$ cat src/rtl/cache_req_if.sv
// Cache request/response port bundle: one val/rdy request channel and one
// val/rdy response channel. The generator uses the master side.
interface cache_req_if;
    logic [75:0] cachereq_msg;
    logic        cachereq_val;
    logic        cachereq_rdy;
    logic [43:0] cacheresp_msg;
    logic        cacheresp_val;
    logic        cacheresp_rdy;

    modport master (
        output cachereq_msg,
        output cachereq_val,
        input  cachereq_rdy,
        input  cacheresp_msg,
        input  cacheresp_val,
        output cacheresp_rdy
    );

    modport slave (
        input  cachereq_msg,
        input  cachereq_val,
        output cachereq_rdy,
        output cacheresp_msg,
        output cacheresp_val,
        input  cacheresp_rdy
    );
endinterface

$ cat src/rtl/cache_req_traffic_gen.sv
// Bounded cache request generator for one port: issues NUM_REQ val/rdy
// requests along a tag/index sweep, caps requests in flight, checks that
// response opaques come back in order and keeps run statistics.
//
// state  | meaning
// IDLE   | after reset, waiting for start
// ISSUE  | presenting a request (val drops while the in-flight cap is reached)
// GAP    | idle cycles between an accepted request and the next one
// DRAIN  | all requests issued, waiting for outstanding responses
// DONE   | run complete, late responses still drained, waiting for start
module cache_req_traffic_gen #(
    parameter int NUM_REQ         = 50,
    parameter int MAX_OUTSTANDING = 4,
    parameter int GAP             = 3,
    parameter int OFFSET_BITS     = 4,
    parameter int IDX_BITS        = 3,
    parameter int TAG_BITS        = 3,
    parameter int TAGS_PER_IDX    = 4,
    parameter int IDX_WRAP        = 4
) (
    input  logic              clk,
    input  logic              reset,
    input  logic              start,
    input  logic              mode,
    cache_req_if.master       bus,
    output logic              busy,
    output logic              done,
    output logic [15:0]       req_cnt,
    output logic [15:0]       resp_cnt,
    output logic [7:0]        err_cnt,
    output logic [31:0]       cycle_cnt
);

    typedef enum logic [2:0] {
        S_IDLE,
        S_ISSUE,
        S_GAP,
        S_DRAIN,
        S_DONE
    } state_t;

    localparam logic [15:0]         LAST_SEQ = 16'(NUM_REQ - 1);
    localparam logic [7:0]          MAX_OUT  = 8'(MAX_OUTSTANDING);
    localparam logic [7:0]          GAP_LOAD = 8'((GAP > 0) ? GAP - 1 : 0);
    localparam logic [TAG_BITS-1:0] TAG_LAST = TAG_BITS'(TAGS_PER_IDX - 1);
    localparam logic [IDX_BITS-1:0] IDX_LAST = IDX_BITS'(IDX_WRAP - 1);

    state_t              state_q, state_d;
    logic [15:0]         seq_q, seq_d;
    logic [TAG_BITS-1:0] tag_q, tag_d;
    logic [IDX_BITS-1:0] idx_q, idx_d;
    logic [7:0]          outstanding_q, outstanding_d;
    logic [7:0]          gap_q, gap_d;
    logic                mode_q, mode_d;
    logic [75:0]         msg_q, msg_d;
    logic [15:0]         req_cnt_q, req_cnt_d;
    logic [15:0]         resp_cnt_q, resp_cnt_d;
    logic [7:0]          err_cnt_q, err_cnt_d;
    logic [31:0]         cycle_cnt_q, cycle_cnt_d;

    logic        req_val;
    logic        resp_rdy;
    logic        req_fire;
    logic        resp_fire;
    logic        resp_dec;
    logic        resp_bad;
    logic        busy_w;
    logic [31:0] addr_d;
    logic [1:0]  type_d;

    // Response type, len and data carry nothing the in-order check needs.
    logic unused_resp_bits;
    assign unused_resp_bits = ^{bus.cacheresp_msg[43:42], bus.cacheresp_msg[33:0]};

    // Register all run state; reset returns straight to the idle values.
    always_ff @(posedge clk) begin
        if (reset) begin
            state_q       <= S_IDLE;
            seq_q         <= '0;
            tag_q         <= '0;
            idx_q         <= '0;
            outstanding_q <= '0;
            gap_q         <= '0;
            mode_q        <= 1'b0;
            msg_q         <= '0;
            req_cnt_q     <= '0;
            resp_cnt_q    <= '0;
            err_cnt_q     <= '0;
            cycle_cnt_q   <= '0;
        end else begin
            state_q       <= state_d;
            seq_q         <= seq_d;
            tag_q         <= tag_d;
            idx_q         <= idx_d;
            outstanding_q <= outstanding_d;
            gap_q         <= gap_d;
            mode_q        <= mode_d;
            msg_q         <= msg_d;
            req_cnt_q     <= req_cnt_d;
            resp_cnt_q    <= resp_cnt_d;
            err_cnt_q     <= err_cnt_d;
            cycle_cnt_q   <= cycle_cnt_d;
        end
    end

    // Next state, sweep, in-flight tracking, response check and counters.
    always_comb begin
        state_d       = state_q;
        seq_d         = seq_q;
        tag_d         = tag_q;
        idx_d         = idx_q;
        outstanding_d = outstanding_q;
        gap_d         = gap_q;
        mode_d        = mode_q;
        req_cnt_d     = req_cnt_q;
        resp_cnt_d    = resp_cnt_q;
        err_cnt_d     = err_cnt_q;
        cycle_cnt_d   = cycle_cnt_q;

        busy_w    = (state_q == S_ISSUE) || (state_q == S_GAP) || (state_q == S_DRAIN);
        req_val   = (state_q == S_ISSUE) && (outstanding_q < MAX_OUT);
        resp_rdy  = (state_q != S_IDLE);
        req_fire  = req_val && bus.cachereq_rdy;
        resp_fire = bus.cacheresp_val && resp_rdy;
        // A response with nothing in flight is an error and must not underflow.
        resp_dec  = resp_fire && (outstanding_q != 8'd0);
        resp_bad  = resp_fire && ((outstanding_q == 8'd0) ||
                                  (bus.cacheresp_msg[41:34] != resp_cnt_q[7:0]));

        if (req_fire) begin
            seq_d     = seq_q + 16'd1;
            req_cnt_d = req_cnt_q + 16'd1;
            if (tag_q == TAG_LAST) begin
                tag_d = '0;
                if (idx_q == IDX_LAST) idx_d = '0;
                else                   idx_d = idx_q + 1'b1;
            end else begin
                tag_d = tag_q + 1'b1;
            end
        end

        outstanding_d = outstanding_q + {7'd0, req_fire} - {7'd0, resp_dec};

        if (resp_fire) resp_cnt_d = resp_cnt_q + 16'd1;
        if (resp_bad && (err_cnt_q != 8'hff)) err_cnt_d = err_cnt_q + 8'd1;
        if (busy_w && (cycle_cnt_q != 32'hffff_ffff)) cycle_cnt_d = cycle_cnt_q + 32'd1;

        case (state_q)
            S_IDLE, S_DONE: begin
                if (start) begin
                    state_d       = S_ISSUE;
                    seq_d         = '0;
                    tag_d         = '0;
                    idx_d         = '0;
                    outstanding_d = '0;
                    gap_d         = '0;
                    mode_d        = mode;
                    req_cnt_d     = '0;
                    resp_cnt_d    = '0;
                    err_cnt_d     = '0;
                    cycle_cnt_d   = '0;
                end
            end
            S_ISSUE: begin
                if (req_fire) begin
                    if (seq_q == LAST_SEQ) begin
                        state_d = S_DRAIN;
                    end else if (GAP > 0) begin
                        state_d = S_GAP;
                        gap_d   = GAP_LOAD;
                    end
                end
            end
            S_GAP: begin
                if (gap_q == 8'd0) state_d = S_ISSUE;
                else               gap_d   = gap_q - 8'd1;
            end
            S_DRAIN: begin
                if (outstanding_q == 8'd0) state_d = S_DONE;
            end
            default: state_d = S_IDLE;
        endcase

        // Message is rebuilt from the next sequence/sweep position, so it only
        // moves on an accepted request or a new run and holds under stall.
        // The low OFFSET_BITS address bits (word offset and byte select) are zero.
        addr_d = '0;
        addr_d[OFFSET_BITS +: IDX_BITS]            = idx_d;
        addr_d[OFFSET_BITS + IDX_BITS +: TAG_BITS] = tag_d;
        type_d = (mode_d && !seq_d[0]) ? 2'd1 : 2'd0;
        msg_d  = {type_d, seq_d[7:0], addr_d, 2'd0, 16'd0, seq_d};
    end

    assign bus.cachereq_val  = req_val;
    assign bus.cachereq_msg  = msg_q;
    assign bus.cacheresp_rdy = resp_rdy;
    assign busy      = busy_w;
    assign done      = (state_q == S_DONE);
    assign req_cnt   = req_cnt_q;
    assign resp_cnt  = resp_cnt_q;
    assign err_cnt   = err_cnt_q;
    assign cycle_cnt = cycle_cnt_q;

endmodule

$ cat src/flat_wrapper.sv
// flat-port wrapper written by rule: the top's interface ports become plain ports
module cache_req_traffic_gen_flat 
#(
    parameter int NUM_REQ         = 50,
    parameter int MAX_OUTSTANDING = 4,
    parameter int GAP             = 3,
    parameter int OFFSET_BITS     = 4,
    parameter int IDX_BITS        = 3,
    parameter int TAG_BITS        = 3,
    parameter int TAGS_PER_IDX    = 4,
    parameter int IDX_WRAP        = 4
)
  (clk, reset, start, mode, busy, done, req_cnt, resp_cnt, err_cnt, cycle_cnt, bus_cachereq_msg, bus_cachereq_val, bus_cachereq_rdy, bus_cacheresp_msg, bus_cacheresp_val, bus_cacheresp_rdy);
  cache_req_if bus_i ();
  input  logic clk;
  input  logic reset;
  input  logic start;
  input  logic mode;
  output logic busy;
  output logic done;
  output logic [15:0] req_cnt;
  output logic [15:0] resp_cnt;
  output logic [7:0] err_cnt;
  output logic [31:0] cycle_cnt;
  output wire logic [$bits(bus_i.cachereq_msg)-1:0] bus_cachereq_msg;
  output wire logic [$bits(bus_i.cachereq_val)-1:0] bus_cachereq_val;
  input wire logic [$bits(bus_i.cachereq_rdy)-1:0] bus_cachereq_rdy;
  input wire logic [$bits(bus_i.cacheresp_msg)-1:0] bus_cacheresp_msg;
  input wire logic [$bits(bus_i.cacheresp_val)-1:0] bus_cacheresp_val;
  output wire logic [$bits(bus_i.cacheresp_rdy)-1:0] bus_cacheresp_rdy;
  assign bus_cachereq_msg = bus_i.cachereq_msg;
  assign bus_cachereq_val = bus_i.cachereq_val;
  assign bus_i.cachereq_rdy = bus_cachereq_rdy;
  assign bus_i.cacheresp_msg = bus_cacheresp_msg;
  assign bus_i.cacheresp_val = bus_cacheresp_val;
  assign bus_cacheresp_rdy = bus_i.cacheresp_rdy;
  cache_req_traffic_gen #(.NUM_REQ(NUM_REQ), .MAX_OUTSTANDING(MAX_OUTSTANDING), .GAP(GAP), .OFFSET_BITS(OFFSET_BITS), .IDX_BITS(IDX_BITS), .TAG_BITS(TAG_BITS), .TAGS_PER_IDX(TAGS_PER_IDX), .IDX_WRAP(IDX_WRAP)) u_core (.clk(clk), .reset(reset), .start(start), .mode(mode), .bus(bus_i), .busy(busy), .done(done), .req_cnt(req_cnt), .resp_cnt(resp_cnt), .err_cnt(err_cnt), .cycle_cnt(cycle_cnt));
endmodule
$ cat config.mk
export PLATFORM = sky130hd
export DESIGN_NAME = cache_req_traffic_gen_flat
export DESIGN_NICKNAME = d
export VERILOG_FILES = /design/src/rtl/cache_req_if.sv /design/src/rtl/cache_req_traffic_gen.sv /design/src/flat_wrapper.sv
export SDC_FILE = /design/constraint.sdc
export NUM_CORES = 1
export LEC_CHECK = 0
export CORE_MARGIN = 4
export CORE_UTILIZATION = 50
export DETAILED_ROUTE_END_ITERATION = 7
export GPL_ROUTABILITY_DRIVEN = 1
export PLACE_DENSITY = 0.86
export SLEW_MARGIN = 20
export SYNTH_ARGS = -nofsm -noshare
export SYNTH_HDL_FRONTEND = slang
export SYNTH_SLANG_ARGS = --single-unit
export TNS_END_PERCENT = 1
$ cat constraint.sdc
create_clock -name clk -period 4.4 [get_ports clk]
set_clock_uncertainty 0.15 [all_clocks]
set_input_delay 0.66 -clock clk [delete_from_list [all_inputs] [get_ports clk]]
set_output_delay 0.66 -clock clk [all_outputs]
set_load 0.01 [all_outputs]
======== Yosys cells after proc, flatten, opt, wreduce, memory -nomap -nowiden ========
Index checks and enable logic that the tools add are counted.
storage, ports and cells
  register bits after elaboration ......... 190
  input bits .............................. 50
  output and inout bits ................... 152
  word-level logic and storage cells ...... 101
operators by class
  mux-type cells .......................... 40
  reductions and logical operators ........ 21
  add/sub/neg operators ................... 10
  equality and inequality tests ........... 16
  magnitude comparators ................... 1
operators by type and width
  operator                 number
  $mux W16                 9
  $mux W32                 3
  $mux W8                  9
  $add A16 B1 Y16 const B  3
  $mux W3                  13
  $add A32 B1 Y32 const B  1
  $ne A32 B32 Y1 const B   1
  $pmux W8 S3              1
  $eq A16 B6 Y1 const B    1
  $logic_not A8 Y1         2
  $eq A3 B2 Y1 const B     4
  $pmux W3 S4              1
  $ne A2 B2 Y1 const B     5
  $add A8 B1 Y8            1
  $add A8 B1 Y8 const B    1
  $logic_and A1 B1 Y1      8
  $lt A8 B3 Y1 const B     1
  $ne A8 B8 Y1             1
  $ne A8 B8 Y1 const B     1
  $reduce_bool A8 Y1       1
  $sub A8 B1 Y8            1
  $sub A8 B1 Y8 const B    1
  $add A3 B1 Y3 const B    2
  $reduce_bool A3 Y1       2
  10 further kinds         15

======== Longest topological paths before layout ========
  depth in word-level cells ............... 9
  gate-level depth with buffers ........... 14
  depth with buffers taken out ............ 14

======== Least setup slack after synthesis ========
No wires, ideal clock.
  path type ............................... in2reg
  from .................................... in bus_cacheresp_val
  to ...................................... reg u_core.outstanding_q[6]
  arrival time ............................ 2.603 ns
  slack ................................... 1.520 ns
  path buffers ............................ 1
  data required time ...................... 4.122 ns
  setup time .............................. 0.128 ns
  stages .................................. 12
  cells stage by stage .................... o31a_1 clkbuf_1 nor2b_1 ha_1 inv_1 ha_1 fa_1 a21oi_1 o21ai_0 a31o_2 xnor2_1 nor2_1
on the way
  word-level cells in the longest chain between the ends .. 5
ends and longest elaborated chain
  element                 RTL line                      text
  start: declaration      flat_wrapper.sv:29            input wire logic [$bits(bus_i.cacheresp_val)-1:0] bus_cacheresp_val;
  $logic_and A1 B1 Y1 *   cache_req_traffic_gen.sv:124  resp_fire = bus.cacheresp_val && resp_rdy;
  $logic_and A1 B1 Y1 *   cache_req_traffic_gen.sv:126  resp_dec = resp_fire && (outstanding_q != 8'd0);
  $sub A8 B1 Y8 *         cache_req_traffic_gen.sv:142  outstanding_d = outstanding_q + {7'd0, req_fire} - {7'd0, resp_dec};
  $mux W8                 cache_req_traffic_gen.sv:150  if (start) begin
  $mux W8 *               cache_req_traffic_gen.sv:148  case (state_q)
  end signal: assignment  cache_req_traffic_gen.sv:95   outstanding_q <= outstanding_d;
  end: declaration        cache_req_traffic_gen.sv:52   logic [7:0] outstanding_q, outstanding_d;
Every way passes the cells marked *; elsewhere a longest branch is shown, timed or not.
A chain may end at the register's enable or synchronous reset.

======== Worst setup path after layout ========
  from .................................... reg u_core.state_q[0]
  to ...................................... out bus_cachereq_val
on the way
  word-level cells in the longest chain between the ends .. 2
ends and longest elaborated chain
  element                   RTL line                      text
  start: declaration        cache_req_traffic_gen.sv:48   state_t state_q, state_d;
  start signal: assignment  cache_req_traffic_gen.sv:91   state_q <= state_d;
  $eq A3 B1 Y1              cache_req_traffic_gen.sv:121  req_val = (state_q == S_ISSUE) && (outstanding_q < MAX_OUT);
  $logic_and A1 B1 Y1       cache_req_traffic_gen.sv:121
  end: declaration          flat_wrapper.sv:26            output wire logic [$bits(bus_i.cachereq_val)-1:0] bus_cachereq_val;
Every way passes these cells.

==> metrics.md <==
| Metric | Value |
|---|---|
| Crit Path Class | reg -> out |
| Int Pwr | 2.274 mW |
| Unrepaired setup endpoints after global routing | false |
| Slew HR | 0.3950 |
| Final setup fails | 0 |
| Post-layout util | 0.6543 |
| Syn Inst Count | 745 |
| Routed WL | 14450 µm |
| Cell leakage power | 2.717 nW |
| Synth top cells by count | dfxtp_1, nor2_1, buf_4 |
| Sw Share | 0.2743 |
| # diodes | 0 |
| Post-route DRC | 0 |
| Nets@finish | 928 |
| GRT Overall Usage | 0.2061 |
| DP Wirelength | 10100 µm |
| Synth Warn # | 0 |
| Fraction of registers with async set/reset | 0 |
| Initial DRC Count | 378 |
| Clk pwr share | 0.428 |
| Fillers | 993 |
| GP Congestion | 0.7783 |
| Min Tclk post-route | 3307 ps |
| Die height | 119.2 µm |
| Vias | 5595 |
| CTS tree | done |
| Sequential fraction of the synthesis area | 0.3726 |
| Synth area leaders | dfxtp_1, buf_4, xnor2_1, ha_1, nor2_1 |
| Mapped Area | 6178 µm² |
| Distinct cells, synth | 55 |
| Critical Path AT | 2500 ps |
| Share of the synthesized area in the top cell type | 0.3726 |
| Worst-path fanout max | 14 |
| Crit path required time | 3590 ps |
| Initial antenna violation count | 0 |
| First-pass GRT wire length | 24610 µm |
| I/O Buffers | 120 |
| Post-DR vias/cell | 5.411 |
| Routed len/inst | 13.97 µm |
| Largest net degree at the start of global routing | 74 |
| Gr ovfl total | 0 |
| Final slew viol count | 0 |
| Hold crit path type | reg -> reg |
| Post-synth EDFFs | 0 |
| Area Growth Syn to Fin | 27.72% |
| CTS clk-pin slew, worst paths | 50 ps |
| TritonCTS Buffers | 17 |
| Clk sinks | 115 |
| DRT Pass-1 Iters | 5 |
| Final Cycle Share | 0.7516 |
| Setup TNS | 0 ps |
| CTS H-tree depth | 4 |
| Synth area leader | dfxtp_1 |
| Comb pwr share | 0.214 |
| Top-count cell post-synth | dfxtp_1 |
| Worst Setup Start Kind | flop |
| # hold bufs at CTS | 0 |
| Antenna-violating nets left | 0 |
| Initial Util | 0.5122 |
| Rows | 40 |
| Final total power | 3.133 mW |
| Ys flop type | dfxtp_1 |
| Cells after DPL | 1003 |
| Core Area | 12060 µm² |
| Register bit total from synthesis | 115 |
| Insertion delay to the later sink of the worst-skew pair | 410 ps |
| Max Fclk | 302.4 MHz |
| Non-filler cells, final | 1034 |
| # resized after CTS | 0 |
| Outcome | complete, no violations |
| Worst Tran Pin Value | 905.6 ps |
| Switch Pwr | 859.5 µW |
| Setup bufs post-CTS | 0 |
| Die X-Extent | 119.2 µm |
| Max-cap viol count | 0 |
| Number of global-route vias before repair | 5297 |
| Clock Tree Root | clkbuf_16 |
| VDD IR max | 0.3221 mV |
| PwrDens | 397.1 nW/µm² |
| CTS Buffer Depth | 2 |
| CP endpoint kind | primary output |
| Final hold violation count | 0 |
| Die area | 14200 µm² |
| Share of cells above drive strength 1 | 0.04965 |
| Reg power frac | 0.358 |
| Mean area per synthesized cell | 8.293 µm² |
| IO Pins | 202 |
==> cells in the final DEF, fill, tap and decap left out, drive strengths merged, types with 5 or more instances in the layout <==
cell type      count
nor4              10
conb              45
ha                23
nor3b              5
a21oi             51
or3               29
nor2              72
o21ai             25
dfxtp            115
buf                6
nor3              23
o211ai             7
clkdlybuf4s50    120
nand3             31
clkbuf            28
and4               9
nand2b             9
o31ai             11
nand2             47
inv               34
and3              11
xor2              23
a311oi             8
and2               5
nand4             28
or4               13
xnor2             36
==> state kept, by name, indices dropped and copies added (netlist names) <==
signal	cells
u_core.resp_cnt	16
u_core.outstanding_q	8
u_core.cycle_cnt	32
u_core.bus.cachereq_msg	4
u_core.err_cnt	8
u_core.mode_q	1
u_core.seq_q	15
u_core.tag_q	2
u_core.state_q	3
u_core.idx_q	2
u_core.gap_q	8
u_core.req_cnt	16
==> path summary, 6_finish.rpt <==
| check | startpoint | slack (ps) | to | cells after the start |
|---|---|---|---|---|
| setup / recovery | u_core.state_q[0] | 1090 | bus_cachereq_val | 3 |
| hold / removal | u_core.req_cnt[15] | 310 | u_core.req_cnt[15] | 2 |
| setup reg to reg | u_core.state_q[0] | 1370 | u_core.outstanding_q[6] | 11 |
| hold reg to reg | u_core.req_cnt[15] | 310 | u_core.req_cnt[15] | 2 |
==> final cells by class <==
cell class	count	area [µm²]	area share
clock inverters	3	40.04	0.005074
flip-flops and latches	115	2302	0.2917
multi-input cells	560	3418	0.4332
well taps	168	210.2	0.02664
inverters	34	127.6	0.01617
repair buffers	126	1246	0.1579
clock buffers	28	546.8	0.06929
==> power by group through the flow <==
stage          sequential (mW)  combinational, mW  clock [mW]
2_1_floorplan             1.13              0.533           0
3_3_place_gp              1.14              0.651           0
3_5_place_dp              1.14              0.668           0
4_1_cts                   1.12              0.673        1.36
5_1_grt                   1.13              0.757        1.43
6_report                  1.12              0.672        1.34
==> routing by layer <==
layer  wire, µm  GRT usage
met5          0          0
met1       6445     0.2591
met2       6979     0.3433
met4        229    0.07169
met3        790    0.05176
==> logic make-up after synthesis <==
logic type	after synthesis	synth area share
buffers and inverters	114	0.1029
and+or+nand+nor	301	0.2568
other	1	0.0006070
adders and majority gates	24	0.04982
AOI/OAI and AO/OA	126	0.1254
muxes	5	0.008303
DFF	115	0.3726
xor gates and xnor gates	59	0.08364
==> critical path: stages, from the launching register on <==
cell and delay, ps:
dfxtp_1 570, nor3b_1 430, and3_1 460, clkdlybuf4s50_1 620
==> stage by stage <==
step	instance area, µm²	hold slack [ps]	setup slack (ps)
floorplan	6344	290.4	1520
global placement	7300	287.2	927.1
detailed placement	7300	304.1	879.7
CTS	7886	311.3	1115
global route	7891	329.3	966.0
finish	7891	311.0	1093
Note: power is estimated with default switching activity, not from simulation.
